## config.mk

```make
export PLATFORM = sky130hd
export DESIGN_NAME = id_imm_ctrl
export DESIGN_NICKNAME = d
export VERILOG_FILES = /design/src/rtl/id_imm_ctrl_pkg.sv /design/src/rtl/id_imm_ctrl_imm_gen_core.sv /design/src/rtl/id_imm_ctrl.sv
export SDC_FILE = /design/constraint.sdc
export NUM_CORES = 1
export LEC_CHECK = 0
export ABC_AREA = 1
export BUFFER_PORTS_ARGS = -buffer_cell sky130_fd_sc_hd__buf_2
export CAP_MARGIN = 20
export CORE_MARGIN = 8
export CORE_UTILIZATION = 51
export CTS_BUF_LIST = sky130_fd_sc_hd__clkbuf_4 sky130_fd_sc_hd__clkbuf_8
export DETAILED_ROUTE_END_ITERATION = 8
export PLACE_DENSITY = 0.83
export SLEW_MARGIN = 25
export SYNTH_ARGS = -nofsm -noshare
export SYNTH_HDL_FRONTEND = slang
export SYNTH_SLANG_ARGS = --single-unit
```

## constraint.sdc

```tcl
create_clock -name clk -period 1.7 [get_ports clk]
set_clock_uncertainty 0.15 [all_clocks]
set_input_delay 0.17 -clock clk [delete_from_list [all_inputs] [get_ports clk]]
set_output_delay 0.17 -clock clk [all_outputs]
set_load 0.02 [all_outputs]
```

## src/rtl/id_imm_ctrl_pkg.sv

```systemverilog
// Shared decode constants for the decode-stage immediate controller.
// Opcode map, ExtOp codes, buffer state encoding and the decoded-entry width.
package id_imm_ctrl_pkg;

   localparam int XLEN_DEF    = 64;
   localparam int INST_DW_DEF = 32;

   localparam logic [6:0] OPC_LOAD    = 7'b0000011;
   localparam logic [6:0] OPC_OPIMM   = 7'b0010011;
   localparam logic [6:0] OPC_OPIMM32 = 7'b0011011;
   localparam logic [6:0] OPC_JALR    = 7'b1100111;
   localparam logic [6:0] OPC_SYSTEM  = 7'b1110011;
   localparam logic [6:0] OPC_LUI     = 7'b0110111;
   localparam logic [6:0] OPC_AUIPC   = 7'b0010111;
   localparam logic [6:0] OPC_STORE   = 7'b0100011;
   localparam logic [6:0] OPC_BRANCH  = 7'b1100011;
   localparam logic [6:0] OPC_JAL     = 7'b1101111;
   localparam logic [6:0] OPC_OP      = 7'b0110011;
   localparam logic [6:0] OPC_OP32    = 7'b0111011;

   localparam logic [2:0] EXT_I = 3'b000;
   localparam logic [2:0] EXT_U = 3'b001;
   localparam logic [2:0] EXT_S = 3'b010;
   localparam logic [2:0] EXT_B = 3'b011;
   localparam logic [2:0] EXT_J = 3'b100;

   typedef enum logic [1:0] {
      ST_EMPTY = 2'd0,
      ST_BUSY  = 2'd1,
      ST_FULL  = 2'd2
   } buf_state_e;

   // Entry layout, MSB first: instr, pc, imm, extop[2:0], has_imm, illegal.
   function automatic int entry_width(input int xlen, input int inst_dw);
      return inst_dw + 2 * xlen + 3 + 1 + 1;
   endfunction

   localparam int ENTRY_W = entry_width(XLEN_DEF, INST_DW_DEF);

endpackage

```

## src/rtl/id_imm_ctrl_imm_gen_core.sv

```systemverilog
// Combinational immediate former: picks and sign-extends the instr[31:7] fields by ExtOp.
// Zero latency; reserved ExtOp codes produce a zero immediate.
module imm_gen_core
   import id_imm_ctrl_pkg::*;
#(
   parameter int XLEN = 64
) (
   input  logic [2:0]      extop,
   input  logic [31:7]     instr_hi,
   output logic [XLEN-1:0] imm
);

   always_comb begin
      imm = '0;
      case (extop)
         EXT_I: imm = {{(XLEN-12){instr_hi[31]}}, instr_hi[31:20]};
         EXT_U: imm = {{(XLEN-32){instr_hi[31]}}, instr_hi[31:12], 12'b0};
         EXT_S: imm = {{(XLEN-12){instr_hi[31]}}, instr_hi[31:25], instr_hi[11:7]};
         EXT_B: imm = {{(XLEN-13){instr_hi[31]}}, instr_hi[31], instr_hi[7],
                       instr_hi[30:25], instr_hi[11:8], 1'b0};
         EXT_J: imm = {{(XLEN-21){instr_hi[31]}}, instr_hi[31], instr_hi[19:12],
                       instr_hi[20], instr_hi[30:21], 1'b0};
         default: imm = '0;
      endcase
   end

endmodule

```

## src/rtl/id_imm_ctrl.sv

```systemverilog
// Decode-stage controller: classifies the opcode, forms the immediate and buffers the entry
// in a main+skid pair; one-cycle latency, full throughput, in_ready drops only when skid is full.
module id_imm_ctrl
   import id_imm_ctrl_pkg::*;
#(
   parameter int XLEN    = 64,
   parameter int INST_DW = 32
) (
   input  logic               clk,
   input  logic               rst,
   input  logic               in_valid,
   output logic               in_ready,
   input  logic [INST_DW-1:0] in_instr,
   input  logic [XLEN-1:0]    in_pc,
   input  logic               flush,
   output logic               out_valid,
   input  logic               out_ready,
   output logic [INST_DW-1:0] out_instr,
   output logic [XLEN-1:0]    out_pc,
   output logic [XLEN-1:0]    out_imm,
   output logic [2:0]         out_extop,
   output logic               out_has_imm,
   output logic               out_illegal
);

   localparam int EW = entry_width(XLEN, INST_DW);

   logic [2:0]      dec_extop;
   logic            dec_has_imm;
   logic            dec_illegal;
   logic [XLEN-1:0] gen_imm;
   logic [XLEN-1:0] dec_imm;
   logic [EW-1:0]   new_entry;

   buf_state_e      state_q, state_d;
   logic [EW-1:0]   main_q, main_d;
   logic [EW-1:0]   skid_q, skid_d;
   logic            accept;
   logic            consume;

   always_comb begin
      dec_extop   = EXT_I;
      dec_has_imm = 1'b1;
      dec_illegal = 1'b0;
      case (in_instr[6:0])
         OPC_LOAD, OPC_OPIMM, OPC_OPIMM32, OPC_JALR, OPC_SYSTEM: dec_extop = EXT_I;
         OPC_LUI, OPC_AUIPC: dec_extop = EXT_U;
         OPC_STORE:          dec_extop = EXT_S;
         OPC_BRANCH:         dec_extop = EXT_B;
         OPC_JAL:            dec_extop = EXT_J;
         OPC_OP, OPC_OP32:   dec_has_imm = 1'b0;
         default: begin
            dec_has_imm = 1'b0;
            dec_illegal = 1'b1;
         end
      endcase
   end

   imm_gen_core #(
      .XLEN (XLEN)
   ) u_imm_gen (
      .extop    (dec_extop),
      .instr_hi (in_instr[31:7]),
      .imm      (gen_imm)
   );

   // Register-register and unknown opcodes report EXT_I, so the raw I-field must be masked.
   assign dec_imm   = dec_has_imm ? gen_imm : '0;
   assign new_entry = {in_instr, in_pc, dec_imm, dec_extop, dec_has_imm, dec_illegal};

   assign in_ready  = (state_q != ST_FULL) && !flush;
   assign out_valid = (state_q != ST_EMPTY);
   assign accept    = in_valid && in_ready;
   assign consume   = out_valid && out_ready && !flush;

   assign {out_instr, out_pc, out_imm, out_extop, out_has_imm, out_illegal} = main_q;

   always_comb begin
      state_d = state_q;
      main_d  = main_q;
      skid_d  = skid_q;
      if (flush) begin
         state_d = ST_EMPTY;
      end else begin
         case (state_q)
            ST_EMPTY: begin
               if (accept) begin
                  main_d  = new_entry;
                  state_d = ST_BUSY;
               end
            end
            ST_BUSY: begin
               if (accept && !consume) begin
                  skid_d  = new_entry;
                  state_d = ST_FULL;
               end else if (accept && consume) begin
                  main_d  = new_entry;
               end else if (consume) begin
                  state_d = ST_EMPTY;
               end
            end
            ST_FULL: begin
               if (consume) begin
                  main_d  = skid_q;
                  state_d = ST_BUSY;
               end
            end
            default: state_d = ST_EMPTY;
         endcase
      end
   end

   always_ff @(posedge clk) begin
      if (rst) begin
         state_q <= ST_EMPTY;
         main_q  <= '0;
         skid_q  <= '0;
      end else begin
         state_q <= state_d;
         main_q  <= main_d;
         skid_q  <= skid_d;
      end
   end

endmodule

```

==> results.yml <==
logic_synthesis:
  synth_most_common_cell: "o21ai_0"
  synth_edf_count: 0
  syn_inst: 1758
  synth.cell_area_mm2: 0.01191
  synth_area_leaders: "dfxtp_1, o21ai_0, nor2_1"
  ys_seq_area_frac: 0.4504
  synth_ff_type: "dfxtp_1"
  synthTopCellsByCount: "o21ai_0, nor2_1, nand2_1, dfxtp_1, inv_1"
  synthesis.nets: 1859
  ys_types: 21
  async_flop_share: 0
  synth.avg_cell_area_um2: 6.776
  yosys.area.top_type: "dfxtp_1"
  yosysTopAreaCellShare: 0.4504
  synth-seq-cells: 268
  ys_warn_count: 0
drt:
  drtAntennaViolNets: 0
  drc: 0
  drt_iter0_drc: 1561
  totalWireLength_mm: 44.39
  viasPerCell: 5.554
  dr_total_vias: 13650
  wl_per_cell_um: 18.07
  drt-pass1-iter-count: 6
power_and_ir_drop:
  power_mw: 15.19
  powerDensity_mw_per_mm2: 898.6
  ir_drop_mv: 0.7587
  p_leak_nw: 7.727
placement:
  dp_hpwl_mm: 21.97
  place_congestion: 0.7879
  port_buffers: 267
  dp.cells: 2245
grt:
  first_global_vias: 12750
  grtUsageTotal: 0.2676
  grt_first_pass_wirelength_mm: 63.59
  grt_max_degree: 132
  antenna_found_initial: 0
  grt_remaining_overflow: 0
setup_path:
  cp-startpoint: "state_q[0]$_SDFFE_PP0P_"
  r2r_slack_ps: -160
  start_kind: "flip-flop"
  required_ps: 2020
  rr_worst_depth: 11
  crit_fanout: 26
  crit_type: "reg -> reg"
  arrival_ps: 2180
  rr_endpoint: "main_q[135]$_SDFFE_PP0P_"
  r2r_start: "state_q[0]$_SDFFE_PP0P_"
  cp-end-kind: "flip-flop"
cells_and_area:
  final_nets: 2207
  drive_above_1_share: 0.2830
  area_growth_pct: 41.90
  fillers: 1604
  finalNonFillerCells: 2457
  n_antenna_cell: 0
floorplan:
  rows: 56
  start_util: 0.5136
  die_w_um: 168.8
  num_io_pins: 268
  die_y_um: 168.8
  core_area_mm2: 0.02319
  die_area_mm2: 0.02850
clock_tree:
  h-tree-depth: 2
  path_clk_slew_ps: 60
  root_buffer: "clkbuf_8"
  cts_sinks: 268
  cts_buffer_depth: 3
  clk_latency_ps: 570
  cts_tree: "yes"
  cts-buffers-inserted: 43
worst_hold_path:
  min_path_cells: 5
  hold_path_end: "state_q[1]$_SDFFE_PP0P_"
  worstHoldStart: "flush"
  hp-class: "in -> reg"
sta:
  slew_violations: 0
  hold_viol_final: 0
  layout_setup_ws_ps: -155.5
  worstMarginPinSlew_ps: 467.5
  setup_violations: 259
  fin_tns_setup_ps: -16450
  relSlewSlack: 0.6884
  max_freq_ghz: 0.5389
  rsz0062_at_grt: "true"
  fin_crit_ps: 1855
  period_share: 1.091
run_status:
  violations: "negative setup slack"
  status: "finished, violations left"
flow_run:
  maxCapViolCount: 0
==> sequential cells by signal, indices dropped and copies added (netlist names) <==
name / flops
state_q: 2
main_q: 133
skid_q: 133
==> per-stage QoR <==
| stage | utilization | setup slack [ps] | hold WS [ps] | area [um^2] |
|---|---|---|---|---|
| 6_report | 0.7288 | -155.5 | 85.52 | 16900 |
| 5_1_grt | 0.7288 | -246.4 | 85.71 | 16900 |
| 4_1_cts | 0.6919 | -80.82 | 23.45 | 16050 |
| 3_5_place_dp | 0.5855 | -120.6 | 278.1 | 13580 |
| 3_3_place_gp | 0.5855 | -54.72 | 266.0 | 13580 |
| 2_1_floorplan | - | 6.427 | 89.07 | 11910 |
==> routing by layer <==
layer	GRT usage	share of wire	wire length [um]
met5	0	0	0
met4	0.1394	0.051	2276
met3	0.05870	0.10	4443
met2	0.4492	0.47	20680
met1	0.3169	0.38	16990
==> worst max-delay path, cell delays in order (launching register included) <==
cell and delay, ps:
dfxtp_2 340, buf_6 120, nor2_4 110, inv_2 60, nand3_2 80, nand2_2 70, nand4_1 110, buf_6 140
buf_12 160, buf_12 190, nor2_2 60, nor2_1 160
==> layout by cell type, fill, tap and decap left out, types with 2 or more instances in the layout <==
cell type and count:
nand2_2 26, clkinvlp_4 4, dfxtp_1 266, inv_1 174, dlygate4sd3_1 98, nor2_1 264, buf_8 2, buf_6 12
clkinv_2 2, clkbuf_16 13, nor2_2 42, nand3_2 3, buf_16 11, nand2_4 7, nand3_1 50, nor2_4 9
nor3_1 2, buf_12 25, a21oi_2 46, inv_2 4, o21ai_1 91, nand3_4 2, a21oi_1 112, buf_2 263
dfxtp_2 2, clkbuf_8 52, o21ai_0 215, o21ai_2 18, clkbuf_4 20, nand2_1 258, buf_4 34
==> cell families after synthesis <==
family          after synthesis  synth area share
buf+inv                     340            0.1271
compound gates              484            0.2034
simple gates                666            0.2191
flops                       268            0.4504
==> what timing repair did <==
item                                    4_1_cts  5_1_grt
endpoints found under the setup margin      253      301
setup buffers                                 9        6
pin swaps                                     3       12
cloned                                        8       15
resized for setup                           144      166
endpoints found under the hold margin       260        0
hold buffers                                 99        0
==> how the worst max path moves through the flow <==
stage	endpoint	slack, ps
floorplan	main_q[35]$_SDFFE_PP0P_	6
global placement	main_q[113]$_SDFFE_PP0P_	-50
detailed placement	main_q[31]$_SDFFE_PP0P_	-120
CTS	in_ready	-80
global route	main_q[93]$_SDFFE_PP0P_	-250
finish	main_q[135]$_SDFFE_PP0P_	-160
==> power breakdown <==
part           internal (mW)  total, mW  switching, mW
sequential              6.56       6.70          0.147
combinational          0.974       2.49           1.51
clock                   3.34       6.00           2.66
total                   10.9       15.2           4.32
==> final cells by class <==
cell class              instances  area (um^2)  area share
multi-input cells            1150         5609      0.3319
flip-flops and latches        268         5368      0.3176
repair buffers                461         3899      0.2307
clock buffers                  71        858.3     0.05078
inverters                     182        706.9     0.04182
well taps                     319        399.1     0.02361
clock inverters                 6        62.56    0.003701
Note: power is estimated with default switching activity, not from simulation.
